`src/rtl/sample_frontend_if.sv`:
```
// Codec-side and consumer-side handshake bundle for sample_frontend.
// The slave modport is the frontend's view of the bundle, and the master modport is the view of the codec and consumer that drive it.
interface sample_frontend_if #(
    parameter int N = 16
);
    logic                codecReady;
    logic signed [23:0]  leftIn;
    logic signed [23:0]  rightIn;
    logic                codecRead;
    logic signed [N-1:0] sampleOut;
    logic                sampleReady;
    logic                doingRead;
    logic [7:0]          overrunCount;

    modport master (
        output codecReady, leftIn, rightIn, doingRead,
        input  codecRead, sampleOut, sampleReady, overrunCount
    );

    modport slave (
        input  codecReady, leftIn, rightIn, doingRead,
        output codecRead, sampleOut, sampleReady, overrunCount
    );
endinterface

```
`src/rtl/sample_frontend.sv`:
```
// Stereo codec frontend: sums L+R, averages 2^DECIM_LOG2 frames, saturates, and holds the result for the DFT.
// Optional DC-blocking stage is enabled with macro SAMPLE_FRONTEND_DC_BLOCK_EN.
module sample_frontend #(
    parameter int N          = 16,
    parameter int DECIM_LOG2 = 0
) (
    input  logic             clk,
    input  logic             rst_n,
    sample_frontend_if.slave bus
);
    localparam int AW = 25 + DECIM_LOG2;
    localparam int CW = (DECIM_LOG2 > 0) ? DECIM_LOG2 : 1;

    typedef enum logic [1:0] {IDLE, ACK, SUM} state_t;

    state_t                state_q;
    logic signed [24:0]    frame_q;
    logic signed [AW-1:0]  acc_q;
    logic [CW-1:0]         cnt_q;
    logic                  codec_read_q;
    logic                  pub_q;
    logic                  ready_q;
    logic signed [N-1:0]   out_q;
    logic [7:0]            ovr_q;

    logic signed [AW-1:0]  acc_sum;
    logic signed [AW-1:0]  avg;
    logic signed [23:0]    avg_sat;
    logic signed [23:0]    cond_sat;
    logic signed [N-1:0]   out_d;
    logic                  wrap;
    logic                  load;

    function automatic logic signed [23:0] sat24(input logic signed [32:0] v);
        if (v > 33'sd8388607)
            return 24'sh7FFFFF;
        else if (v < -33'sd8388608)
            return 24'sh800000;
        else
            return v[23:0];
    endfunction

    always_comb begin
        acc_sum = acc_q + AW'(frame_q);
        avg     = acc_sum >>> DECIM_LOG2;
        avg_sat = sat24(33'(avg));
        wrap    = (DECIM_LOG2 == 0) || (cnt_q == '1);
        load    = (state_q == SUM) && wrap;
    end

`ifdef SAMPLE_FRONTEND_DC_BLOCK_EN
    // dc is 24.8 fixed point; y is formed at the same scale so dc tracks with a 256-load time constant.
    logic signed [31:0] dc_q;
    logic signed [31:0] dc_d;
    logic signed [32:0] y_fx;
    logic signed [32:0] y_int;

    always_comb begin
        y_fx     = 33'($signed({avg_sat, 8'h00})) - 33'(dc_q);
        y_int    = y_fx >>> 8;
        dc_d     = dc_q + 32'(y_int);
        cond_sat = sat24(y_int);
    end
`else
    assign cond_sat = avg_sat;
`endif

    assign out_d = cond_sat[23:24-N];

    // NOTE: sequential state uses non-blocking assignments so every register samples pre-edge values.
    always_ff @(posedge clk or negedge rst_n) begin
        if (!rst_n) begin
            state_q      <= IDLE;
            frame_q      <= '0;
            acc_q        <= '0;
            cnt_q        <= '0;
            codec_read_q <= 1'b0;
            pub_q        <= 1'b0;
            ready_q      <= 1'b0;
            out_q        <= '0;
            ovr_q        <= '0;
`ifdef SAMPLE_FRONTEND_DC_BLOCK_EN
            dc_q         <= '0;
`endif
        end else begin
            case (state_q)
                IDLE: begin
                    if (bus.codecReady) begin
                        frame_q      <= 25'(bus.leftIn) + 25'(bus.rightIn);
                        codec_read_q <= 1'b1;
                        state_q      <= ACK;
                    end
                end
                ACK: begin
                    codec_read_q <= 1'b0;
                    state_q      <= SUM;
                end
                SUM: begin
                    state_q <= IDLE;
                    cnt_q   <= wrap ? '0 : cnt_q + 1'b1;
                    if (wrap) begin
                        acc_q <= '0;
                        out_q <= out_d;
`ifdef SAMPLE_FRONTEND_DC_BLOCK_EN
                        dc_q  <= dc_d;
`endif
                    end else begin
                        acc_q <= acc_sum;
                    end
                end
                default: state_q <= IDLE;
            endcase

            // A read on the load edge took the old sample; otherwise an unread sample is overwritten.
            pub_q <= load;
            if (load && ready_q && !bus.doingRead && ovr_q != 8'hFF)
                ovr_q <= ovr_q + 8'd1;

            if (ready_q && bus.doingRead)
                ready_q <= 1'b0;
            else if (pub_q)
                ready_q <= 1'b1;
        end
    end

    assign bus.codecRead    = codec_read_q;
    assign bus.sampleOut    = out_q;
    assign bus.sampleReady  = ready_q;
    assign bus.overrunCount = ovr_q;
endmodule

```
`src/flat_wrapper.sv`:
```
// flat-port wrapper written by rule: the top's interface ports become plain ports
module sample_frontend_flat 
#(
    parameter int N          = 16,
    parameter int DECIM_LOG2 = 0
)
  (clk, rst_n, bus_codecReady, bus_leftIn, bus_rightIn, bus_doingRead, bus_codecRead, bus_sampleOut, bus_sampleReady, bus_overrunCount);
  sample_frontend_if #(.N(N)) bus_i ();
  input  logic clk;
  input  logic rst_n;
  input wire logic [$bits(bus_i.codecReady)-1:0] bus_codecReady;
  input wire logic [$bits(bus_i.leftIn)-1:0] bus_leftIn;
  input wire logic [$bits(bus_i.rightIn)-1:0] bus_rightIn;
  input wire logic [$bits(bus_i.doingRead)-1:0] bus_doingRead;
  output wire logic [$bits(bus_i.codecRead)-1:0] bus_codecRead;
  output wire logic [$bits(bus_i.sampleOut)-1:0] bus_sampleOut;
  output wire logic [$bits(bus_i.sampleReady)-1:0] bus_sampleReady;
  output wire logic [$bits(bus_i.overrunCount)-1:0] bus_overrunCount;
  assign bus_i.codecReady = bus_codecReady;
  assign bus_i.leftIn = bus_leftIn;
  assign bus_i.rightIn = bus_rightIn;
  assign bus_i.doingRead = bus_doingRead;
  assign bus_codecRead = bus_i.codecRead;
  assign bus_sampleOut = bus_i.sampleOut;
  assign bus_sampleReady = bus_i.sampleReady;
  assign bus_overrunCount = bus_i.overrunCount;
  sample_frontend #(.N(N), .DECIM_LOG2(DECIM_LOG2)) u_core (.clk(clk), .rst_n(rst_n), .bus(bus_i));
endmodule
```
`config.mk`:
```
export PLATFORM = sky130hd
export DESIGN_NAME = sample_frontend_flat
export DESIGN_NICKNAME = d
export VERILOG_FILES = /design/src/rtl/sample_frontend_if.sv /design/src/rtl/sample_frontend.sv /design/src/flat_wrapper.sv
export SDC_FILE = /design/constraint.sdc
export NUM_CORES = 1
export LEC_CHECK = 0
export BUFFER_PORTS_ARGS = -buffer_cell sky130_fd_sc_hd__buf_4
export CAP_MARGIN = 20
export CELL_PAD_IN_SITES_DETAIL_PLACEMENT = 1
export CELL_PAD_IN_SITES_GLOBAL_PLACEMENT = 1
export CORE_AREA = 2 2 91 93
export CTS_CLUSTER_DIAMETER = 40
export DETAILED_ROUTE_END_ITERATION = 8
export DIE_AREA = 0 0 93 95
export GPL_TIMING_DRIVEN = 0
export PLACE_DENSITY = 0.83
export SLEW_MARGIN = 15
export SYNTH_ARGS = -nofsm -noshare
export SYNTH_HDL_FRONTEND = slang
export SYNTH_SLANG_ARGS = --single-unit
```
`constraint.sdc`:
```
create_clock -name clk -period 2.1 [get_ports clk]
set_input_delay 0.105 -clock clk [delete_from_list [all_inputs] [get_ports clk]]
set_output_delay 0.105 -clock clk [all_outputs]
set_load 0.005 [all_outputs]
```
==> impl_metrics.csv <==
group,metric,value,unit
pwr,p_seq_share,43.8,%
min_path,min_from,"bus_codecReady",
sta,max_freq,482,MHz
clock_tree,clk-insertion-delay-late,300,ps
pwr,comb_power_share,40.4,%
critical_path,path_cells,"buf_6 -> ha_4 -> fa_2 -> a21o_1 -> a221o_1 -> a211oi_2 -> o211ai_1 -> a41oi_2 -> xor2_1 -> o21ai_1",
sta,worst_pin_slew,577,ps
logic_synthesis,synth_area_leaders,"dfrtp_1 38%, ha_1 10%, nand2_1 10%",
grt,overflow,0,
die,initial_utilization,37.9,%
placement,gp_congestion,0.780,
placement,postPlaceCellArea,3720,um2
grt,grt_max_degree,47,
critical_path,worstSetupPathType,"input port to flip-flop",
pwr,p_per_area,810,nW/um2
sta,finalCritPeriodShare,98.9,%
critical_path,r2r_end,"u_core.bus.overrunCount[5]",
clock_tree,cts_root_buf,"clkbuf_8",
grt,grt_pass1_vias,3035,
logic_synthesis,synth_area_per_cell,8.44,um2
run_status,status,"completed",
critical_path,rrSetupSlack,130,ps
die,rows,33,
critical_path,critPathLaunch,"bus_rightIn[0]",
sta,clock_skew,6.59,ps
detailed_routing,drt_first_iter_violations,68,
detailed_routing,via_per_inst,5.23,
clock_tree,h-tree-depth,2,
critical_path,crit_fanout,3,
critical_path,crit_family,"compound AO/OA/AOI/OAI gates",
critical_path,cp.buffers_inverters,1,
critical_path,r2r-start,"u_core.bus.overrunCount[0]",
logic_synthesis,synth_nets,434,
finish,n_antenna_cell,0,
sta,period_minus_slack,2080,ps
logic_synthesis,yosys_warnings,0,
logic_synthesis,synth_common_cells,"83 x nand2_1, 47 x o21ai_0, 46 x dfrtp_1",
clock_tree,cts_tree,"built",
logic_synthesis,yosys.area.top_type,"dfrtp_1",
logic_synthesis,ys_seq_elements,46,
die,coreArea,7930,um2
clock_tree,clk_pin_slew,70,ps
finish,syn_to_final_growth,29.2,%
sta,rsz0062_at_grt,"true",
sta,relSlewSlack,61.5,%
critical_path,cp_slowest_cell,"a221o_1",
placement,io_buffers,77,
detailed_routing,routedWlPerCell,14.3,um
die,die_h,95,um
finish,design_area,3880,um2
pwr,power_leakage,1.87,nW
critical_path,endpoint_kind,"flip-flop",
sta,fin_ws,23.8,ps
logic_synthesis,synth_top_area_share,38.3,%
logic_synthesis,synth_edf_count,0,
logic_synthesis,synth_cell_types,45,
logic_synthesis,synth_top_flop_cell,"dfrtp_1",
logic_synthesis,syn_inst,356,
placement,hpwlAfterDp,6370,um
detailed_routing,ant_nets,0,
critical_path,r2r_cells,6,
clock_tree,numClockSinks,46,
critical_path,max_stage_delay,330,ps
finish,drive_gt1_share,21.7,%
pwr,vdd_ir_drop_max,284,uV
detailed_routing,via_count,2879,
pwr,p_clk_share,15.8,%
min_path,min_path_cells,3,
logic_synthesis,syn_area,3000,um2
detailed_routing,route.detailed.drc,0,
logic_synthesis,yosysMostFrequentCell,"nand2_1",
critical_path,startpoint_type,"input port",
clock_tree,numCtsBuffers,5,
sta,hold_viol,0,
min_path,min_path_type,"input port to flip-flop",
critical_path,crit_arrival,2250,ps
pwr,switching_share,36.2,%
detailed_routing,dr.pass1.iters,4,
finish,stdcell_count,551,
die,ios,78,
pwr,cellInternalPower,0.00200,W
grt,grt_pass1_wl,13500,um
flow_run,max-cap-violations,0,
pwr,p_switching,0.00114,W
placement,dpl.cell_count,538,
grt,grt_util_all_layers,18.7,%
placement,place_ws,-380,ps
die,die_area,8840,um2
sta,final_max_slew_viol_count,0,
clock_tree,clock_path_buffers,2,
die,die_w,93,um
critical_path,cp.required,2280,ps
finish,nets,524,
detailed_routing,routed_wirelength,7900,um
sta,finalSetupViolCount,0,
min_path,min_to,"u_core.state_q[0]",
logic_synthesis,async_flop_share,100,%
logic_synthesis,ys_seq_area_share,38.3,%
grt,antenna_found_initial,0,
## per-stage QoR
step,total power (W),hold WS (ps),utilization [%],TNS (ps)
6_report,0.00314,167,48.9,0
3_3_place_gp,0.00258,133,46.9,-1650
5_1_grt,0.00343,201,48.9,-51.1
2_1_floorplan,0.00204,-191,-,0
4_1_cts,0.00318,172,48.2,0
3_5_place_dp,0.00267,144,46.9,-1950
## state kept, by name (all words and copies together), names as in the netlist
signal / cells
u_core.bus.overrunCount: 8
u_core.bus.sampleOut: 16
u_core.frame_q: 17
u_core.bus.codecRead: 1
u_core.state_q: 2
u_core.bus.sampleReady: 1
u_core.pub_q: 1
## layer usage
metal  GRT usage (%)  vias up  share of wire [%]
met5               0        -                  0
met4            5.51        0                1.8
met3            2.79       14                3.5
met2            33.4       69                 50
met1            23.5     1362                 45
li1                -     1434                  -
## how the worst max path moves through the flow
stage / end / slack (ps) / cells past startpoint
final: u_core.frame_q[20] / 20 / 10
after global routing: u_core.frame_q[20] / -50 / 10
after CTS: u_core.frame_q[20] / 0.5 / 10
after detailed placement: u_core.frame_q[20] / -380 / 10
after global placement: u_core.frame_q[20] / -360 / 10
after floorplan: u_core.frame_q[20] / 20 / 9
## power groups by stage
stage | clock network [W] | registers, W | logic [W]
after floorplan | 0 | 0.00136 | 0.000682
after global routing | 0.000553 | 0.00142 | 0.00146
final | 0.000497 | 0.00138 | 0.00127
after global placement | 0 | 0.00137 | 0.00121
after detailed placement | 0 | 0.00140 | 0.00127
after CTS | 0.000519 | 0.00138 | 0.00128
## what timing repair did
action                                  in CTS  in global routing
endpoints found under the hold margin       46                  0
setup buffers                                0                  5
hold buffers                                 1                  0
pin swaps                                    6                  5
endpoints found under the setup margin       2                  6
resized for setup                            2                  3
## cells by family after synthesis
family	after synthesis	synth area share, %
adders and majority gates	26	11.1
and+or+nand+nor	127	18.4
muxes	3	1.08
buffers and inverters	22	2.75
DFF	46	38.3
AOI/OAI and AO/OA	111	22.2
xor gates and xnor gates	21	6.13
## layout by cell type (no fill, tap or decap), types with 3 or more instances in the layout
master	Yosys	final
nand2_1	83	83
buf_4	0	80
o21ai_0	47	47
dfrtp_1	46	46
ha_1	25	24
a21oi_1	20	20
clkbuf_1	15	15
nor2_1	14	14
xor2_1	12	12
o21ai_1	11	11
xnor2_1	9	9
a21o_1	8	8
and3_1	6	6
inv_1	5	5
nand3_1	5	5
clkbuf_8	0	5
a31oi_1	4	4
nor2b_1	4	4
nand4_1	4	4
nand2b_1	3	3
## final cells by class
class,count,area [um2]
Tap cell,105,131
Timing Repair Buffer,83,633
Buffer,16,60.1
Inverter,6,22.5
Clock inverter,2,10.0
Fill cell,1000,4050
Sequential cell,46,1150
Clock buffer,5,68.8
Multi-Input combinational cell,288,1800
## worst register-to-register path: stages, from the launching register on
cell	delay, ps
dfrtp_1	430
ha_1	230
and3_1	240
a311oi_4	390
and4_1	320
nand3_1	110
xnor2_1	140
No activity file was read; power rests on OpenSTA's default activity.
